### src/rtl/mem_write_buffer.sv
// Posted-store buffer: queues CPU stores in a FIFO and drains them to memory via req/ack.
// Optional macro WBUF_TIMEOUT_EN adds a 255-cycle ack timeout that drops the head and sets err.
module mem_write_buffer #(
    parameter int DATA_W = 16,
    parameter int ADDR_W = 8,
    parameter int DEPTH  = 4
) (
    input  logic                       clk,
    input  logic                       rst_n,
    input  logic                       st_valid,
    output logic                       st_ready,
    input  logic [ADDR_W-1:0]          st_addr,
    input  logic [DATA_W-1:0]          st_data,
    output logic                       mem_wr_req,
    output logic [ADDR_W-1:0]          mem_wr_addr,
    output logic [DATA_W-1:0]          mem_wr_data,
    input  logic                       mem_wr_ack,
    output logic                       empty,
    output logic [$clog2(DEPTH):0]     count,
    output logic                       err
);
    localparam int PW = $clog2(DEPTH);
    localparam int CW = PW + 1;

    typedef enum logic {IDLE, REQ} state_t;

    state_t            state;
    logic [ADDR_W-1:0] addr_q [DEPTH];
    logic [DATA_W-1:0] data_q [DEPTH];
    logic [PW-1:0]     wr_ptr;
    logic [PW-1:0]     rd_ptr;
    logic              push;
    logic              pop;
    logic              timeout_hit;
    logic [CW-1:0]     count_next;

    assign st_ready    = (count != CW'(DEPTH));
    assign push        = st_valid && st_ready;
    assign pop         = (state == REQ) && (mem_wr_ack || timeout_hit);
    assign mem_wr_addr = addr_q[rd_ptr];
    assign mem_wr_data = data_q[rd_ptr];
    assign empty       = (count == '0) && (state == IDLE);

    always_comb begin
        count_next = count;
        if (push && !pop) count_next = count + CW'(1);
        else if (pop && !push) count_next = count - CW'(1);
    end

    // Storage and pointers; pointers wrap naturally because DEPTH is a power of two
    always_ff @(posedge clk or negedge rst_n) begin
        if (!rst_n) begin
            for (int i = 0; i < DEPTH; i++) begin
                addr_q[i] <= '0;
                data_q[i] <= '0;
            end
            wr_ptr <= '0;
            rd_ptr <= '0;
            count  <= '0;
        end else begin
            if (push) begin
                addr_q[wr_ptr] <= st_addr;
                data_q[wr_ptr] <= st_data;
                wr_ptr         <= wr_ptr + PW'(1);
            end
            if (pop) rd_ptr <= rd_ptr + PW'(1);
            count <= count_next;
        end
    end

    always_ff @(posedge clk or negedge rst_n) begin
        if (!rst_n) begin
            state      <= IDLE;
            mem_wr_req <= 1'b0;
        end else begin
            case (state)
                IDLE: begin
                    if (count != '0) begin
                        state      <= REQ;
                        mem_wr_req <= 1'b1;
                    end
                end
                REQ: begin
                    if (pop && count_next == '0) begin
                        state      <= IDLE;
                        mem_wr_req <= 1'b0;
                    end
                end
                default: begin
                    state      <= IDLE;
                    mem_wr_req <= 1'b0;
                end
            endcase
        end
    end

`ifdef WBUF_TIMEOUT_EN
    logic [7:0] wait_cnt;
    logic       err_q;

    // A same-cycle ack wins over the timeout, so it is a normal pop with no error
    assign timeout_hit = (state == REQ) && (wait_cnt == 8'hFF) && !mem_wr_ack;
    assign err         = err_q;

    always_ff @(posedge clk or negedge rst_n) begin
        if (!rst_n) begin
            wait_cnt <= '0;
            err_q    <= 1'b0;
        end else begin
            if (state == IDLE) wait_cnt <= '0;
            else if (pop) wait_cnt <= '0;
            else wait_cnt <= wait_cnt + 8'd1;
            if (timeout_hit) err_q <= 1'b1;
        end
    end
`else
    assign timeout_hit = 1'b0;
    assign err         = 1'b0;
`endif

endmodule

### config.mk
export PLATFORM = sky130hd
export DESIGN_NAME = mem_write_buffer
export DESIGN_NICKNAME = d
export VERILOG_FILES = /design/src/rtl/mem_write_buffer.sv
export SDC_FILE = /design/constraint.sdc
export NUM_CORES = 1
export LEC_CHECK = 0
export ABC_CLOCK_PERIOD_IN_PS = 4700
export CAP_MARGIN = 20
export CORE_ASPECT_RATIO = 1.2
export CORE_UTILIZATION = 56
export CTS_CLUSTER_DIAMETER = 30
export DETAILED_ROUTE_END_ITERATION = 10
export MAX_ROUTING_LAYER = met4
export PLACE_DENSITY = 0.88
export SLEW_MARGIN = 5
export SYNTH_ARGS = -nofsm -noshare
export SYNTH_HDL_FRONTEND = slang
export SYNTH_SLANG_ARGS = --single-unit
### constraint.sdc
create_clock -name clk -period 4.7 [get_ports clk]
set_input_delay 0.94 -clock clk [delete_from_list [all_inputs] [get_ports clk]]
set_output_delay 0.94 -clock clk [all_outputs]
set_load 0.02 [all_outputs]
==> impl_results.md, run 1 <==
* Number of routed nets with antenna violations at 0
* Detailed-route via count at 2609
* Total track usage at 22.4%
* Yosys warning total at 0
* Synth Flop Type: dfrtp_1
* Worst-margin pin slew at 0.986 ns
* WL final at 8940 um
* CTS Root Cell: clkbuf_8
* Leakage Power at 2.53 nW
* NetSw at 0.00151 W
* Die Area at 0.00904 mm^2
* Final setup vio count at 0
* Drt wl/cell at 19.3 um
* Clock transition at path regs at 0.10 ns
* Max_cap viols at 0
* Setup Buffers After CTS at 0
* Hold Fails Final Rpt at 0
* GR Overflow Total at 0
* H-tree depth at 3
* Initial DRC count at 112
* FF-to-FF End: data_q[11]
* Sequential area share after synthesis at 54.2%
* Peak supply drop at 0.485 mV
* WP data required at 3.76 ns
* Area Overhead vs Synth at 17.0%
* R2R depth at 6
* Vias per cell at 5.62
* # rows at 36
* Final cycle utilization of the critical path at 74.6%
* Fin Setup TNS at 0 ns
* Asr flop ratio synth at 100%
* Outcome: completed
* Critical Path Source Type: flop
* Post-route minimum period at 3.51 ns
* Residual DRC at 0
* DIE HEIGHT at 104 um
* Top cell type's share of synthesized area at 54.2%
* TritonCTS clock tree: built
* RSZ-0062 raised after global routing: no
* DR pass1 iterations at 4
* Mapped Area at 0.00485 mm^2
* GP Congestion at 0.720
* PortBufs at 57
* Hold WC Path Type: flop to flop
* Io pins at 59
* Cell-internal power at 0.00297 W
* Final Max Tran Viols at 0
* Clk network pwr share at 12.4%
* Starting Density at 58.8%
* Synth Register Bits at 105
* Vias in the first global route at 2867
* CTS resizes at 0
* CP max FO at 19
* First-pass GRT wire length at 14800 um
* Hold Crit Endpoint: data_q[58]
* Reg2reg setup slack at 1.93 ns
* Synthesized instance count at 290
* Beginning of the worst hold path: data_q[58]
* CP Class: flop to primary output
* Rel. slew slack at 34.2%
* Mapped Nets at 325
* Crit. End Element: primary output
* WHS at 0.510 ns
* Combinational power share at 49.0%
* Number of enable flip-flop cells after synthesis at 0
* CTS max path bufs at 2
* Mean post-synth cell area at 16.7 um^2
* CTS Sinks at 105
* Fmax at 285 MHz
* Synth cell types at 27
* Hold_buf cts at 0
* Hold Crit Depth at 1
* Net Sw Frac at 33.7%
* Skew-Pair Late Insertion Delay at 0.37 ns
* Antenna violations before repair at 0
* Chip Width at 87.0 um
* Clk_skew at 0.0137 ns
* Fin nets at 381
* WP data arrival at 2.57 ns
* Sum of net half-perimeters after detailed placement at 5610 um
* Pwr/cell area at 790 mW/mm^2
* # diodes at 0
* Area contributors post-synth: dfrtp_1, mux2_2, mux2_4, mux4_2, ha_1
* Share of cells above drive strength 1 at 41.4%
* Largest net degree at the start of global routing at 64
* Core area at 0.00824 mm^2
* Sequential power share at 38.6%
* Area leader, netlist: dfrtp_1
* Reg2Reg Launch Point: count[0]
* Num CTS Buffers at 9
## flip-flops by register name (all words and copies together) (netlist names)
register	count
mem_wr_req	1
count	3
data_q	64
rd_ptr	2
state	1
wr_ptr	2
addr_q	32
## per-layer routing
| layer | share of wire, % | vias to the layer above | global-route usage [%] |
|---|---|---|---|
| li1 | - | 1168 | - |
| met4 | 1.7 | 0 | 8.21 |
| met3 | 2.9 | 15 | 3.89 |
| met1 | 46 | 1372 | 30.1 |
| met5 | 0 | - | - |
| met2 | 50 | 54 | 34.4 |
## power by group through the flow
stage / logic (W) / clock network [W] / registers [W]
CTS: 0.00222 / 0.000562 / 0.00173
finish: 0.00220 / 0.000557 / 0.00173
global placement: 0.00215 / 0 / 0.00171
floorplan: 0.00163 / 0 / 0.00157
global route: 0.00233 / 0.000599 / 0.00179
detailed placement: 0.00221 / 0 / 0.00174
## cells in the final DEF (no fill, tap or decap), types with 2 or more instances in the layout
cell type	n
mux4_2	24
nand2_1	7
clkbuf_8	10
nand2_4	2
nor2b_1	2
xnor2_1	6
mux2_2	56
nand3_1	2
nor2_1	2
inv_1	6
buf_4	5
mux2_4	40
ha_1	7
dfrtp_1	104
clkdlybuf4s50_1	56
o21ai_0	5
clkinv_2	2
## layout make-up
cell class	count	area, um^2
clock inverter	5	56.3
clock buffer	10	138
timing repair buffer	61	598
fill	567	2560
multi-input combinational	163	2090
tap	114	143
inverter	6	22.5
sequential	105	2630
## critical path, stage by stage, from the launching register on
cell             delay (ns)
dfrtp_1                1.01
buf_4                  0.32
mux4_2                 0.32
clkdlybuf4s50_1        0.55
## how the worst max path moves through the flow
stage                     startpoint         endpoint  slack, ns  cells past startpoint
after floorplan            rd_ptr[0]   mem_wr_addr[0]       2.32                      3
after global placement      st_valid        addr_q[7]       1.41                      5
after detailed placement    st_valid       data_q[14]       1.30                      5
after CTS                  rd_ptr[0]   mem_wr_data[0]       1.18                      2
after global routing       rd_ptr[0]   mem_wr_data[0]       1.09                      2
final                      rd_ptr[1]  mem_wr_data[15]       1.19                      3
## cell usage after synthesis (4+ instances only)
cell and instances:
ha_1 7, buf_2 9, mux4_2 24, o21ai_0 5, nand2_1 7, xnor2_1 6, mux2_2 56, mux2_4 40
inv_1 6, dfrtp_1 105, buf_6 4
## through the flow
| stage | setup slack, ns | power, W | instance area (um^2) | utilization, % | cells |
|---|---|---|---|---|---|
| finish | 1.19 | 0.00449 | 5680 | 68.9 | 464 |
| global route | 1.09 | 0.00472 | 5680 | 68.9 | 464 |
| CTS | 1.18 | 0.00451 | 5680 | 68.9 | 464 |
| detailed placement | 1.30 | 0.00395 | 5480 | 66.5 | 449 |
| global placement | 1.41 | 0.00387 | 5480 | 66.5 | 449 |
| floorplan | 2.32 | 0.00320 | 4850 | - | 290 |
## kinds of logic (layout without fill, tap and decap cells)
kind of cell | after synthesis | after routing | synth area share [%]
adder cells (fa/ha/maj) | 8 | 8 | 2.01
XOR/XNOR | 6 | 6 | 1.08
multiplexers | 120 | 120 | 36.5
AO/OA/AOI/OAI | 11 | 11 | 1.55
buffers and inverters | 22 | 82 | 2.71
other | 1 | 1 | 0.0773
AND/OR/NAND/NOR | 17 | 17 | 1.88
flip-flops | 105 | 105 | 54.2
Note: power is estimated with default switching activity, not from simulation.
==> run 2: changes to the inputs <==
Settings changed: ABC_CLOCK_PERIOD_IN_PS 4700 to 3000, CORE_UTILIZATION 56 to 50, PLACE_DENSITY 0.88 to 0.84.
Clock period 4.7 ns to 3 ns, I/O delays scaled along.
==> impl_results.md, run 2 (synthesis results as in run 1) <==
* Outcome: completed
* Hold_buf cts at 0
* CTS Sinks at 105
* Die Area at 0.0101 mm^2
* FF-to-FF End: data_q[23]
* Largest register FFs at 64
* Setup Buffers After CTS at 0
* DR pass1 iterations at 4
* R2R depth at 5
* First-pass GRT wire length at 15300 um
* GP Congestion at 0.703
* Worst-margin pin slew at 0.801 ns
* Fin Setup TNS at 0 ns
* Fmax at 353 MHz
* Cell-internal power at 0.00498 W
* WHS at 0.333 ns
* Delay of the slowest critical-path stage at 0.55 ns
* Hold Fails Final Rpt at 0
* RSZ-0062 raised after global routing: no
* # rows at 39
* DIE HEIGHT at 110 um
* Cell family with most CP delay: buffers and inverters
* Crit path depth at 3
* WL final at 9060 um
* Crit. End Element: primary output
* Number of routed nets with antenna violations at 0
* Sum of net half-perimeters after detailed placement at 5770 um
* Combinational power share at 48.6%
* Initial DRC count at 112
* Core area at 0.00947 mm^2
* Largest net degree at the start of global routing at 63
* CP bufs+invs at 2
* Final cycle utilization of the critical path at 94.5%
* Rel. slew slack at 46.6%
* Commonest non-fill, non-tap cells in the layout: dfrtp_1, mux2_2, clkdlybuf4s50_1, mux2_4, mux4_2
* Vias in the first global route at 2947
* GR Overflow Total at 0
* Chip Width at 91.9 um
* WP data required at 2.40 ns
* Io pins at 59
* Residual DRC at 0
* CP max stage cell: dfrtp_2
* H-tree depth at 3
* Starting Density at 51.2%
* Area Overhead vs Synth at 20.9%
* Total track usage at 20.5%
* TritonCTS clock tree: built
* Clock transition at path regs at 0.08 ns
* # diodes at 0
* Pwr/cell area at 1260 mW/mm^2
* Antenna violations before repair at 0
* CP Class: flop to primary output
* Num CTS Buffers at 9
* NetSw at 0.00244 W
* Vias per cell at 5.60
* WP data arrival at 2.23 ns
* CTS resizes at 0
* Most common cell after layout, fill and taps aside: dfrtp_1
* PortBufs at 57
* Hold WC Path Type: input port to asynchronous set/reset pin
* Leakage Power at 2.60 nW
* Biggest register: data_q
* Clk network pwr share at 16.0%
* Critical Path Source Type: flop
* Final setup vio count at 0
* Reg2reg setup slack at 0.78 ns
* Final Util at 61.9%
* CTS max path bufs at 2
* Fillers at 687
* CP Cell Sequence: buf_12 > mux4_2 > clkdlybuf4s50_1
* Sequential power share at 35.4%
* Max_cap viols at 0
* Post-route minimum period at 2.83 ns
* Net Sw Frac at 32.9%
* Reg2Reg Launch Point: count[0]
* Fin nets at 385
* Largest regs: data_q: 64 flops, addr_q: 32 flops, count: 3 flops
* Share of cells above drive strength 1 at 42.0%
* Drt wl/cell at 19.0 um
* CP max FO at 18
* CTS Root Cell: clkbuf_16
* Peak supply drop at 0.555 mV
* Clk_skew at 0.00792 ns
* Skew-Pair Late Insertion Delay at 0.35 ns
* Detailed-route via count at 2676
* Final Max Tran Viols at 0
[run 2: cell count changes in the layout (fill, tap and decap cells not counted)]
cell	change
clkbuf_8	-10
inv_6	+3
clkbuf_1	+1
buf_4	+1
clkinv_2	-2
buf_12	+3
clkbuf_16	+9
[run 2: worst max path at each step]
stage | start | end
after floorplan | rd_ptr[0] | mem_wr_addr[0]
after global placement | st_valid | addr_q[12]
after detailed placement | st_valid | data_q[23]
after CTS | rd_ptr[0] | mem_wr_data[15]
after global routing | count[0] | empty
final | rd_ptr[0] | mem_wr_data[15]
[run 2: through the flow]
stage	area, um^2	setup WS [ns]	cells	total power, W
3_3_place_gp	5560	0.479	462	0.00612
4_1_cts	5860	0.129	478	0.00748
5_1_grt	5860	0.000893	478	0.00784
2_1_floorplan	4850	0.959	290	0.00501
3_5_place_dp	5560	0.449	462	0.00625
6_report	5860	0.165	478	0.00741
[run 2: power by group through the flow]
stage	combinational [W]	clock (W)	sequential, W
3_3_place_gp	0.00354	0	0.00258
5_1_grt	0.00386	0.00127	0.00271
3_5_place_dp	0.00363	0	0.00262
4_1_cts	0.00365	0.00121	0.00262
2_1_floorplan	0.00255	0	0.00246
6_report	0.00360	0.00118	0.00262
[run 2: area by class of cell]
| class | instances | area [um^2] | share of cell area, % |
|---|---|---|---|
| clock buffers | 10 | 229 | 3.90 |
| clock inverters | 6 | 72.6 | 1.24 |
| inverters | 6 | 22.5 | 0.384 |
| multi-input cells | 163 | 2090 | 35.7 |
| flip-flops and latches | 105 | 2630 | 44.8 |
| well taps | 123 | 154 | 2.62 |
| repair buffers | 65 | 666 | 11.4 |
[run 2: layer usage]
metal	track usage [%]	up-vias	wire length, um
met2	33.4	69	4660
met4	7.03	0	118
met1	26.9	1411	3980
li1	-	1181	-
met5	-	-	0
met3	2.77	15	305
==> run 3: changes to the inputs <==
Settings changed: CORE_MARGIN from default to 5.
==> impl_results.md, run 3 (synthesis results as in run 1) <==
* Outcome: completed
* Largest net degree at the start of global routing at 106
* Hold WC Path Type: input port to asynchronous set/reset pin
* Sequential Area at 0.00263 mm^2
* First-pass GRT wire length at 15300 um
* Largest regs: data_q: 64 flops, addr_q: 32 flops, count: 3 flops
* Final cycle utilization of the critical path at 94.6%
* WP data arrival at 2.24 ns
* Area Overhead vs Synth at 20.6%
* Setup Buffers After CTS at 0
* Hold Fails Final Rpt at 0
* Hold_buf cts at 0
* Vias per cell at 5.46
* CP max stage cell: clkdlybuf4s50_1
* Post-route minimum period at 2.84 ns
* CTS max path bufs at 2
* Fmax at 352 MHz
* RSZ-0062 raised after global routing: no
* Antenna violations before repair at 0
* GR Overflow Total at 0
* Commonest non-fill, non-tap cells in the layout: dfrtp_1, mux2_2, clkdlybuf4s50_1, mux2_4, mux4_2
* End of the critical path: empty
* Reg2Reg Launch Point: count[0]
* Fin nets at 387
* Delay of the slowest critical-path stage at 0.64 ns
* DIE HEIGHT at 118 um
* Most prevalent standard cell on the critical path: nor2b_1
* Chip Width at 99.9 um
* Crit path launch: count[0]
* Max_cap viols at 0
* Number of routed nets with antenna violations at 0
* CTS Sinks at 105
* CP bufs+invs at 2
* DR pass1 iterations at 4
* Starting Density at 51.0%
* Leakage Power at 2.60 nW
* Peak supply drop at 0.589 mV
* Final setup vio count at 0
* Largest register FFs at 64
* GP Congestion at 0.867
* WP data required at 2.40 ns
* H-tree depth at 3
* Crit. End Element: primary output
* Fin Setup TNS at 0 ns
* Biggest register: data_q
* Drt wl/cell at 19.1 um
* R2R depth at 7
* Io pins at 59
* Multi-input gate area at 0.00209 mm^2
* # diodes at 0
* TritonCTS clock tree: built
* Residual DRC at 0
* # rows at 39
* Fillers at 720
* FF-to-FF End: mem_wr_req
* Vias in the first global route at 2975
* Skew-Pair Late Insertion Delay at 0.34 ns
* Reg2reg setup slack at 0.88 ns
* Total track usage at 16.9%
* CP max FO at 5
* CTS Root Cell: clkbuf_16
* CTS resizes at 0
* Most common cell after layout, fill and taps aside: dfrtp_1
* Crit path depth at 5
* Sum of net half-perimeters after detailed placement at 5830 um
* Final Util at 61.5%
* Cell family with most CP delay: buffers and inverters
* Core area at 0.00952 mm^2
* CP Cell Sequence: inv_1 > ha_1 > nor2b_1 > nor2b_1 > clkdlybuf4s50_1
* Clk_skew at 0.00452 ns
* Clock transition at path regs at 0.07 ns
* Rel. slew slack at 62.5%
* Num CTS Buffers at 9
* Die Area at 0.0118 mm^2
* Pwr/cell area at 1260 mW/mm^2
* Worst-margin pin slew at 0.563 ns
* Critical Path Source Type: flop
* WL final at 9170 um
* Share of cells above drive strength 1 at 42.3%
* PortBufs at 57
* Detailed-route via count at 2619
* Initial DRC count at 106
* CP Class: flop to primary output
* Final Max Tran Viols at 0
==> run 3: routing by layer <==
layer  track usage [%]  up-vias  routed length [um]
met4              5.47        0                 133
met2              26.1       55                4410
met5                 -        -                   0
met3              2.73       12                 343
met1              23.0     1373                4280
li1                  -     1179                   -
==> run 3: where the power goes <==
| part | total [W] | internal (W) | switching (W) |
|---|---|---|---|
| logic | 0.00366 | 0.00215 | 0.00151 |
| clock network | 0.00118 | 0.000668 | 0.000510 |
| registers | 0.00254 | 0.00215 | 0.000390 |
==> run 3: worst min path at each step <==
stage                from          to  depth (start not counted)
6_report            rst_n   data_q[6]                          2
3_3_place_gp    data_q[5]   data_q[5]                          1
4_1_cts             rst_n   data_q[6]                          2
3_5_place_dp   data_q[31]  data_q[31]                          1
5_1_grt             rst_n   data_q[6]                          2
2_1_floorplan       rst_n   addr_q[0]                          0
==> run 3: layout make-up <==
type	instances	area share, %
multi-input cells	163	35.8
clock inverters	5	0.941
well taps	123	2.63
repair buffers	67	11.2
clock buffers	11	4.15
flip-flops and latches	105	44.9
inverters	6	0.385
==> run 3: worst reg2reg max path, delay by kind of cell, from the launching register on <==
kind            cells  cell delay [ns]
compound gates      3             0.84
buf+inv             2             0.35
flops               1             0.43
fa+ha+maj           1             0.29
simple gates        1             0.08
==> run 3: per-stage QoR <==
stage / total power (W) / std cells / hold slack [ns] / worst slack, ns / cell area [um^2]
4_1_cts: 0.00745 / 480 / 0.356 / 0.158 / 5850
5_1_grt: 0.00777 / 480 / 0.376 / 0.0439 / 5850
6_report: 0.00738 / 480 / 0.309 / 0.162 / 5850
2_1_floorplan: 0.00501 / 290 / 0.304 / 0.959 / 4850
3_3_place_gp: 0.00611 / 464 / 0.482 / 0.583 / 5550
3_5_place_dp: 0.00625 / 464 / 0.487 / 0.528 / 5550
